==> config.mk <==
export PLATFORM = sky130hd
export DESIGN_NAME = conv_encoder_flat
export DESIGN_NICKNAME = d
export VERILOG_FILES = /design/src/rtl/fano_pkg.sv /design/src/rtl/conv_encoder_if.sv /design/src/rtl/conv_encoder.sv /design/src/flat_wrapper.sv
export SDC_FILE = /design/constraint.sdc
export NUM_CORES = 1
export LEC_CHECK = 0
export ABC_AREA = 1
export CAP_MARGIN = 5
export CORE_MARGIN = 1
export CORE_UTILIZATION = 51
export CTS_CLUSTER_DIAMETER = 60
export DETAILED_ROUTE_END_ITERATION = 6
export GPL_TIMING_DRIVEN = 0
export MAX_ROUTING_LAYER = met4
export PLACE_DENSITY_LB_ADDON = 0.1
export SETUP_SLACK_MARGIN = 0.5
export SYNTH_ARGS = -nofsm -noshare
export SYNTH_HDL_FRONTEND = slang
export SYNTH_SLANG_ARGS = --single-unit
==> constraint.sdc <==
create_clock -name clk -period 1.3 [get_ports clk]
set_clock_uncertainty 0.1 [all_clocks]
set_input_delay 0.195 -clock clk [delete_from_list [all_inputs] [get_ports clk]]
set_output_delay 0.195 -clock clk [all_outputs]
set_load 0.01 [all_outputs]
==> src/rtl/fano_pkg.sv <==
// rtl/fano_pkg.sv - rib width, default code generators, encoder states and parity helper
package fano_pkg;

    localparam int RIB_W = 2;

    // Default K=7 code; rib bit 1 comes from G0 and rib bit 0 from G1.
    localparam int         K_DEF  = 7;
    localparam logic [6:0] G0_DEF = 7'b1001111;
    localparam logic [6:0] G1_DEF = 7'b1101101;

    typedef enum logic {
        ST_DATA = 1'b0,
        ST_TAIL = 1'b1
    } enc_state_t;

    function automatic logic parity(input logic [31:0] v);
        return ^v;
    endfunction

endpackage

==> src/rtl/conv_encoder_if.sv <==
// rtl/conv_encoder_if.sv - information-bit input and code-rib output handshakes
interface conv_encoder_if;
    import fano_pkg::*;

    logic             i_vld;
    logic             i_bit;
    logic             i_last;
    logic             o_rdy;
    logic             o_vld;
    logic [RIB_W-1:0] o_rib;
    logic             o_last;
    logic             i_rdy;

    modport slave (
        input  i_vld, i_bit, i_last, i_rdy,
        output o_rdy, o_vld, o_rib, o_last
    );

    modport master (
        output i_vld, i_bit, i_last, i_rdy,
        input  o_rdy, o_vld, o_rib, o_last
    );

endinterface

==> src/rtl/conv_encoder.sv <==
// rtl/conv_encoder.sv - rate-1/2 feed-forward convolutional encoder with optional zero tail
module conv_encoder
    import fano_pkg::*;
#(
    parameter int          K       = K_DEF,
    parameter logic [K-1:0] G0     = K'(G0_DEF),
    parameter logic [K-1:0] G1     = K'(G1_DEF),
    parameter bit          TAIL_EN = 1'b1
) (
    input logic           clk,
    input logic           reset_n,
    conv_encoder_if.slave bus
);

    localparam int CW = $clog2(K);

    enc_state_t       state_q, state_d;
    logic [K-2:0]     sr_q, sr_d;
    logic [CW-1:0]    cnt_q, cnt_d;
    logic             vld_q, vld_d;
    logic [RIB_W-1:0] rib_q, rib_d;
    logic             last_q, last_d;

    logic             free;
    logic             rdy;
    logic             step;
    logic             in_bit;
    logic             clr_sr;
    logic             last_n;
    logic [K-1:0]     win;

    // The output register is the only storage stage, so every advance waits on it.
    assign free = !vld_q || bus.i_rdy;

    always_ff @(posedge clk or negedge reset_n) begin
        if (!reset_n) begin
            state_q <= ST_DATA;
            sr_q    <= '0;
            cnt_q   <= '0;
            vld_q   <= 1'b0;
            rib_q   <= '0;
            last_q  <= 1'b0;
        end else begin
            state_q <= state_d;
            sr_q    <= sr_d;
            cnt_q   <= cnt_d;
            vld_q   <= vld_d;
            rib_q   <= rib_d;
            last_q  <= last_d;
        end
    end

    always_comb begin
        state_d = state_q;
        sr_d    = sr_q;
        cnt_d   = cnt_q;
        vld_d   = vld_q;
        rib_d   = rib_q;
        last_d  = last_q;
        rdy     = 1'b0;
        step    = 1'b0;
        in_bit  = 1'b0;
        clr_sr  = 1'b0;
        last_n  = 1'b0;

        case (state_q)
            ST_DATA: begin
                rdy = free;
                if (bus.i_vld && free) begin
                    step   = 1'b1;
                    in_bit = bus.i_bit;
                    if (bus.i_last) begin
                        if (TAIL_EN) begin
                            state_d = ST_TAIL;
                            cnt_d   = CW'(K - 1);
                        end else begin
                            last_n = 1'b1;
                            clr_sr = 1'b1;
                        end
                    end
                end
            end
            ST_TAIL: begin
                // Zero bits flush the memory; the final one also closes the frame.
                if (free) begin
                    step  = 1'b1;
                    cnt_d = cnt_q - CW'(1);
                    if (cnt_q == CW'(1)) begin
                        last_n  = 1'b1;
                        state_d = ST_DATA;
                    end
                end
            end
            default: state_d = ST_DATA;
        endcase

        win = {sr_q, in_bit};

        if (step) begin
            vld_d  = 1'b1;
            rib_d  = {parity(32'(win & G0)), parity(32'(win & G1))};
            last_d = last_n;
            sr_d   = clr_sr ? '0 : win[K-2:0];
        end else if (free) begin
            vld_d  = 1'b0;
            last_d = 1'b0;
        end
    end

    assign bus.o_rdy  = rdy;
    assign bus.o_vld  = vld_q;
    assign bus.o_rib  = rib_q;
    assign bus.o_last = last_q;

endmodule

==> src/flat_wrapper.sv <==
// flat-port wrapper written by rule: the top's interface ports become plain ports
module conv_encoder_flat import fano_pkg::*;
#(
    parameter int          K       = K_DEF,
    parameter logic [K-1:0] G0     = K'(G0_DEF),
    parameter logic [K-1:0] G1     = K'(G1_DEF),
    parameter bit          TAIL_EN = 1'b1
)
  (clk, reset_n, bus_i_vld, bus_i_bit, bus_i_last, bus_i_rdy, bus_o_rdy, bus_o_vld, bus_o_rib, bus_o_last);
  conv_encoder_if bus_i ();
  input logic clk;
  input logic reset_n;
  input wire logic [$bits(bus_i.i_vld)-1:0] bus_i_vld;
  input wire logic [$bits(bus_i.i_bit)-1:0] bus_i_bit;
  input wire logic [$bits(bus_i.i_last)-1:0] bus_i_last;
  input wire logic [$bits(bus_i.i_rdy)-1:0] bus_i_rdy;
  output wire logic [$bits(bus_i.o_rdy)-1:0] bus_o_rdy;
  output wire logic [$bits(bus_i.o_vld)-1:0] bus_o_vld;
  output wire logic [$bits(bus_i.o_rib)-1:0] bus_o_rib;
  output wire logic [$bits(bus_i.o_last)-1:0] bus_o_last;
  assign bus_i.i_vld = bus_i_vld;
  assign bus_i.i_bit = bus_i_bit;
  assign bus_i.i_last = bus_i_last;
  assign bus_i.i_rdy = bus_i_rdy;
  assign bus_o_rdy = bus_i.o_rdy;
  assign bus_o_vld = bus_i.o_vld;
  assign bus_o_rib = bus_i.o_rib;
  assign bus_o_last = bus_i.o_last;
  conv_encoder #(.K(K), .G0(G0), .G1(G1), .TAIL_EN(TAIL_EN)) u_core (.clk(clk), .reset_n(reset_n), .bus(bus_i));
endmodule
==> out/metrics.yaml, run 1 <==
run_status:
  status: "finished with violations"
  violations: "hold timing"
floorplanning:
  die_height_um: 39.9
  core-area_sq_um: 1320
  start_util: 0.556
  io-pin-count: 11
  dieArea_sq_um: 1590
  rows: 13
  die_w_um: 39.9
pwr:
  leakagePower_uw: 0.000519
  intPower_uw: 1210
  switching_share: 0.424
  power_density_nw_per_um2: 2170
  pwr-share-clk: 0.151
  sequentialPowerShare: 0.367
  peakVddDrop_mv: 1.37
  total_power_uw: 2090
  combPwrFrac: 0.482
  switching_power_uw: 888
critical_path:
  critPathKind: "in -> out"
  crit_family: "buffers and inverters"
  startpoint: "bus_i_rdy"
  rr_startpoint: "u_core.bus.o_vld"
  arrival_ns: 1.00
  endpoint_kind: "output pin"
  cpMaxStageDelayCell: "clkdlybuf4s50_1"
  required_ns: 1.00
  crit_chain: "clkdlybuf4s50_1 > inv_2 > nand2_4 > inv_4 > nor2_1 > buf_2"
  critical-path-max-stage-delay_ns: 0.47
  critical_path.startpoint_type: "primary input"
  crit_fanout: 2
  crit_buf_inv: 4
timing:
  maxSlewViolCount: 0
  tightest_slew_ns: 0.604
  hold-worst-slack_ns: -0.0832
  hold_violations: 14
  period_needed_ns: 1.30
  finalSetupViolCount: 0
  clock.fmax_ghz: 0.770
  rsz0062_at_grt: "true"
  slew_headroom: 0.597
  fin_crit_sh: 0.999
layout:
  final_cells: 132
  final_cell_area_sq_um: 966
  diodes: 0
  fin_nets: 126
  mostFrequentLayoutCell: "nand2_1"
  layout_common_cells: "nand2_1, dfrtp_1, inv_1, o21ai_1"
  syn2layout_area_growth_pct: 32.0
  drive_gt1_frac: 0.274
clock_tree:
  clockBufferDepth: 2
  cts_sinks: 14
  tritoncts.num_buffers: 3
  clkTransAtPathRegs_ns: 0.09
  htreeDepth: 1
  cts_tree: "built"
  clockRootBuffer: "clkbuf_4"
  clock_latency_ns: 0.28
drt:
  first_pass_iters: 4
  postRouteAntennaNets: 0
  vias: 633
  routedWlPerCell_um: 11.2
  drt_iter0_markers: 22
  drt_wl_total_um: 1480
  avgViaCountPerCell: 4.80
  drcViolationCount: 0
min_path:
  min_path_type: "in -> async"
job:
  max-cap-violations: 0
yosys:
  synthCells: 99
  ys_top_cells_by_area: "dfrtp_1, nand2_1, inv_1"
  synth_nets: 107
  yosysWarnings: 0
  ys_seq_elements: 14
  syn_avg_cell_area_sq_um: 7.39
  synth_cell_types: 12
  synth_top_area_share: 0.479
  netlist_area_sq_um: 732
  synth_area_leader_cell: "dfrtp_1"
  ys_seq_area_frac: 0.479
placed_design:
  portBuffers: 10
  placed_cell_area_sq_um: 858
  place_inst: 124
  routabilityCongestion: 0.763
  hpwlAfterDp_um: 1040
grt:
  grt_antenna_before_repair: 0
  grtUsageTotal: 0.216
  grt_pass1_wl_um: 2100
  gr-total-overflow: 0
  grt_max_degree: 15
  grt_pass1_vias: 519
repair_timing:
item,CTS,global route
endpoints found under the hold margin,14,14
buffers inserted,3,1
pin swaps,1,1
gates resized for setup,23,13
setup endpoints to repair,33,19
path summary, 6_finish.rpt:
check / to / slack [ns] / depth (start not counted)
hold reg to reg: u_core.bus.o_rib[1] / 0.37 / 2
min in group clk: u_core.bus.o_rib[1] / 0.37 / 2
hold / removal: u_core.sr_q[4] / -0.08 / 1
max in group asynchronous: u_core.state_q / 0.75 / 1
setup reg to reg: u_core.cnt_q[2] / 0.07 / 8
setup / recovery: bus_o_rdy / 0.001 / 6
layer usage:
metal | part of all wire | global-route usage | vias to the layer above | routed length [um]
li1 | - | - | 344 | -
met1 | 0.47 | 0.261 | 272 | 696
met2 | 0.48 | 0.323 | 13 | 704
met3 | 0.035 | 0.0511 | 4 | 51
met4 | 0.016 | 0.129 | 0 | 24
met5 | 0 | - | - | 0
power groups by stage:
stage	clock network [uW]	logic, uW	registers (uW)
6_report	316	1010	769
5_1_grt	351	1150	793
4_1_cts	322	939	751
3_5_place_dp	0	923	758
3_3_place_gp	0	896	748
2_1_floorplan	0	644	752
registers in the layout (all words and copies together) (netlist names):
name and count:
u_core.sr_q 6, u_core.cnt_q 3, u_core.bus.o_rib 2, u_core.bus.o_last 1, u_core.bus.o_vld 1, u_core.state_q 1
Yosys cell counts:
library cell	count
buf_6	1
nor2_2	1
inv_1	16
o21ai_2	2
nand2_2	1
nor2_1	6
nand2_1	38
nand3_1	9
ha_1	2
o21ai_1	2
dfrtp_1	14
o21ai_0	7
layout make-up:
cell class                 count  area (sq um)
buffer                         1          11.3
clock buffer                   4          36.3
fill                         103           352
inverter                      16          62.6
multi-input combinational     68           368
sequential                    14           352
tap                           15          18.8
timing repair buffer          14           118
cell families after synthesis:
| kind of cell | Yosys count | synth area share |
|---|---|---|
| adders and majority gates | 2 | 0.0342 |
| AOI/OAI and AO/OA | 11 | 0.0855 |
| buffers and inverters | 17 | 0.0974 |
| and+or+nand+nor | 55 | 0.304 |
| DFF | 14 | 0.479 |
stage by stage:
stage	worst slack [ns]	util	TNS, ns
after detailed placement	-0.533	0.651	-1.92
after floorplan	0.220	-	0
after global routing	-0.0519	0.733	-0.101
after CTS	-0.0295	0.698	-0.0295
final	0.00148	0.733	0
after global placement	-0.519	0.651	-1.72
(Power assumes the default switching activity.)
==> run 2, diff against run 1 <==
--- a/config.mk
+++ b/config.mk
@@ -5,10 +5,8 @@
 export SDC_FILE = /design/constraint.sdc
 export NUM_CORES = 1
 export LEC_CHECK = 0
-export ABC_AREA = 1
 export CAP_MARGIN = 5
-export CORE_MARGIN = 1
-export CORE_UTILIZATION = 51
+export CORE_UTILIZATION = 49
 export CTS_CLUSTER_DIAMETER = 60
 export DETAILED_ROUTE_END_ITERATION = 6
 export GPL_TIMING_DRIVEN = 0
==> constraint.sdc (replaced) <==
create_clock -name clk -period 1.25 [get_ports clk]
set_clock_uncertainty 0.1 [all_clocks]
set_input_delay 0.1875 -clock clk [delete_from_list [all_inputs] [get_ports clk]]
set_output_delay 0.1875 -clock clk [all_outputs]
set_load 0.01 [all_outputs]
==> run 2 against run 1 <==
Effect of this change: the flow finishes with violations (hold timing, setup timing); sequential share of layout area fell by 0.42 points; clock power fell by 16%; register-to-register slack got worse by 0.13 ns; critical path depth fell by 3; highest routed layer unchanged; first-iteration DRC count shrank 82%; critical endpoint unchanged; area after synthesis down 9.2%; core utilization up 9.1 points; hold slack got worse by 0.011 ns; routed wire length grew 6.8%; power is 1.4% lower; critical path type is now reg -> out.
==> out/metrics.yaml, run 2 <==
run_status:
  status: "finished with violations"
  violations: "hold timing, setup timing"
pwr:
  power_density_nw_per_um2: 2110
  peakVddDrop_mv: 1.26
  total_power_uw: 2060
  leakagePower_uw: 0.000483
grt:
  grt_pass1_wl_um: 2130
  grt_pass1_vias: 480
  grtUsageTotal: 0.232
  gr-total-overflow: 0
  grt_antenna_before_repair: 0
  grt_max_degree: 15
floorplanning:
  core-area_sq_um: 1190
  dieArea_sq_um: 1510
  rows: 12
  start_util: 0.560
  io-pin-count: 11
  die_w_um: 38.8
  die_height_um: 38.8
drt:
  drt_wl_total_um: 1580
  routedWlPerCell_um: 16.6
  postRouteAntennaNets: 0
  avgViaCountPerCell: 5.47
  drcViolationCount: 0
  drt_iter0_markers: 4
  vias: 520
  first_pass_iters: 4
critical_path:
  crit_buf_inv: 1
  reg2reg_to: "u_core.bus.o_rib[1]"
  required_ns: 0.96
  r2r_slack_ns: -0.06
  critPathKind: "reg -> out"
  crit_family: "flip-flops"
  crit_chain: "nor2b_4 > nor2_1 > buf_2"
  ff2ff_path_depth: 4
  rr_startpoint: "u_core.sr_q[5]"
  critical-path-max-stage-delay_ns: 0.40
  critical_path.startpoint_type: "flip-flop"
  crit_fanout: 3
  arrival_ns: 1.10
  endpoint_kind: "output pin"
  cpMaxStageDelayCell: "dfrtp_1"
job:
  max-cap-violations: 0
clock_tree:
  clock_latency_ns: 0.29
  clockBufferDepth: 2
  htreeDepth: 1
  clkTransAtPathRegs_ns: 0.09
  clockRootBuffer: "clkbuf_4"
  cts_tree: "built"
  cts_sinks: 14
  tritoncts.num_buffers: 3
layout:
  fill_cells: 61
  fin_nets: 91
  drive_gt1_frac: 0.494
  layout_common_cells: "dfrtp_1, buf_4, mux2_4, xnor2_2, buf_2"
  largest_reg_flops: 6
  syn2layout_area_growth_pct: 47.1
  regMostFlops: "u_core.sr_q"
  diodes: 0
  mostFrequentLayoutCell: "dfrtp_1"
yosys:
  synth_top_area_share: 0.527
  ys_seq_area_frac: 0.527
  ys_top_cells_by_area: "dfrtp_1, xnor2_1, mux2_2"
  ys_seq_elements: 14
  yosysWarnings: 0
  netlist_area_sq_um: 664
  synthArstFlopShare: 1.00
  syn_avg_cell_area_sq_um: 11.5
  synth_flop_cell: "dfrtp_1"
  synth_area_leader_cell: "dfrtp_1"
  synth_nets: 66
  synthCells: 58
  synth_edf_count: 0
  synth_cell_types: 20
  yosys.cell_count.top_type: "dfrtp_1"
  synth_common_cells: "dfrtp_1, xnor2_1, mux2_2, nor2_1, nand2_1"
timing:
  hold-worst-slack_ns: -0.0945
  worst_slack_ns: -0.133
  hold_violations: 14
  clock.fmax_ghz: 0.723
  rsz0062_at_grt: "true"
  maxSlewViolCount: 0
  slew_headroom: 0.596
  tightest_slew_ns: 0.606
  period_needed_ns: 1.38
  fin_crit_sh: 1.11
  finalSetupViolCount: 8
placed_design:
  routabilityCongestion: 0.695
  hpwlAfterDp_um: 802
  portBuffers: 10
min_path:
  min_path_type: "in -> async"
==> run 2: cells by family after synthesis <==
logic type,count (synthesis),share of synthesized area
muxes,5,0.0847
xor gates and xnor gates,7,0.0923
AOI/OAI and AO/OA,10,0.0998
buffers and inverters,4,0.0264
adders and majority gates,2,0.0377
DFF,14,0.527
and+or+nand+nor,16,0.132
==> run 2: cell type report <==
type | instances | area, sq um | area share
inverter | 2 | 7.51 | 0.00768
multi-input combinational | 41 | 409 | 0.419
timing repair buffer | 19 | 146 | 0.150
clock buffer | 3 | 22.5 | 0.0230
sequential | 14 | 352 | 0.360
tap | 14 | 17.5 | 0.0179
buffer | 2 | 22.5 | 0.0230
==> run 2: where the power goes <==
part | total, uW | switching (uW) | internal, uW
Clock | 264 | 152 | 112
Combinational | 1060 | 466 | 591
Sequential | 743 | 133 | 610
Total | 2060 | 751 | 1310
==> run 2: worst max path at each step <==
stage	from	to	slack, ns	cells past startpoint
floorplan	u_core.state_q	u_core.sr_q[1]	-0.05	3
global placement	bus_i_rdy	bus_o_rdy	-0.42	4
detailed placement	bus_i_vld	u_core.sr_q[3]	-0.44	3
CTS	u_core.state_q	u_core.sr_q[3]	-0.07	3
global route	u_core.bus.o_vld	bus_o_rdy	-0.17	3
finish	u_core.bus.o_vld	bus_o_rdy	-0.13	3
==> run 2: repair_timing <==
action	in CTS	in global routing
setup buffers	6	3
gates cloned	1	0
pin swaps	10	8
endpoints found under the setup margin	33	19
resized for setup	28	9
endpoints found under the hold margin	14	14
==> run 2: through the flow <==
stage | cells | TNS (ns) | util | area, sq um | setup slack, ns
finish | 95 | -0.361 | 0.824 | 977 | -0.133
global route | 95 | -0.695 | 0.824 | 977 | -0.169
CTS | 92 | -0.385 | 0.762 | 903 | -0.0709
detailed placement | 82 | -4.75 | 0.700 | 831 | -0.443
global placement | 82 | -4.38 | 0.700 | 831 | -0.418
floorplan | 58 | -0.230 | - | 713 | -0.0460
==> run 2: routing by layer <==
metal / vias to the layer above / track usage / part of all wire
met5: - / - / 0
met2: 11 / 0.358 / 0.55
met4: 0 / 0.129 / 0.016
met1: 257 / 0.256 / 0.40
li1: 248 / - / -
met3: 4 / 0.0867 / 0.036
==> run 2: worst reg2reg max path: cells and delay by family, from the launching register on <==
| family | cells | cell delay [ns] |
|---|---|---|
| xor+xnor | 3 | 0.57 |
| compound gates | 1 | 0.09 |
| flops | 1 | 0.44 |
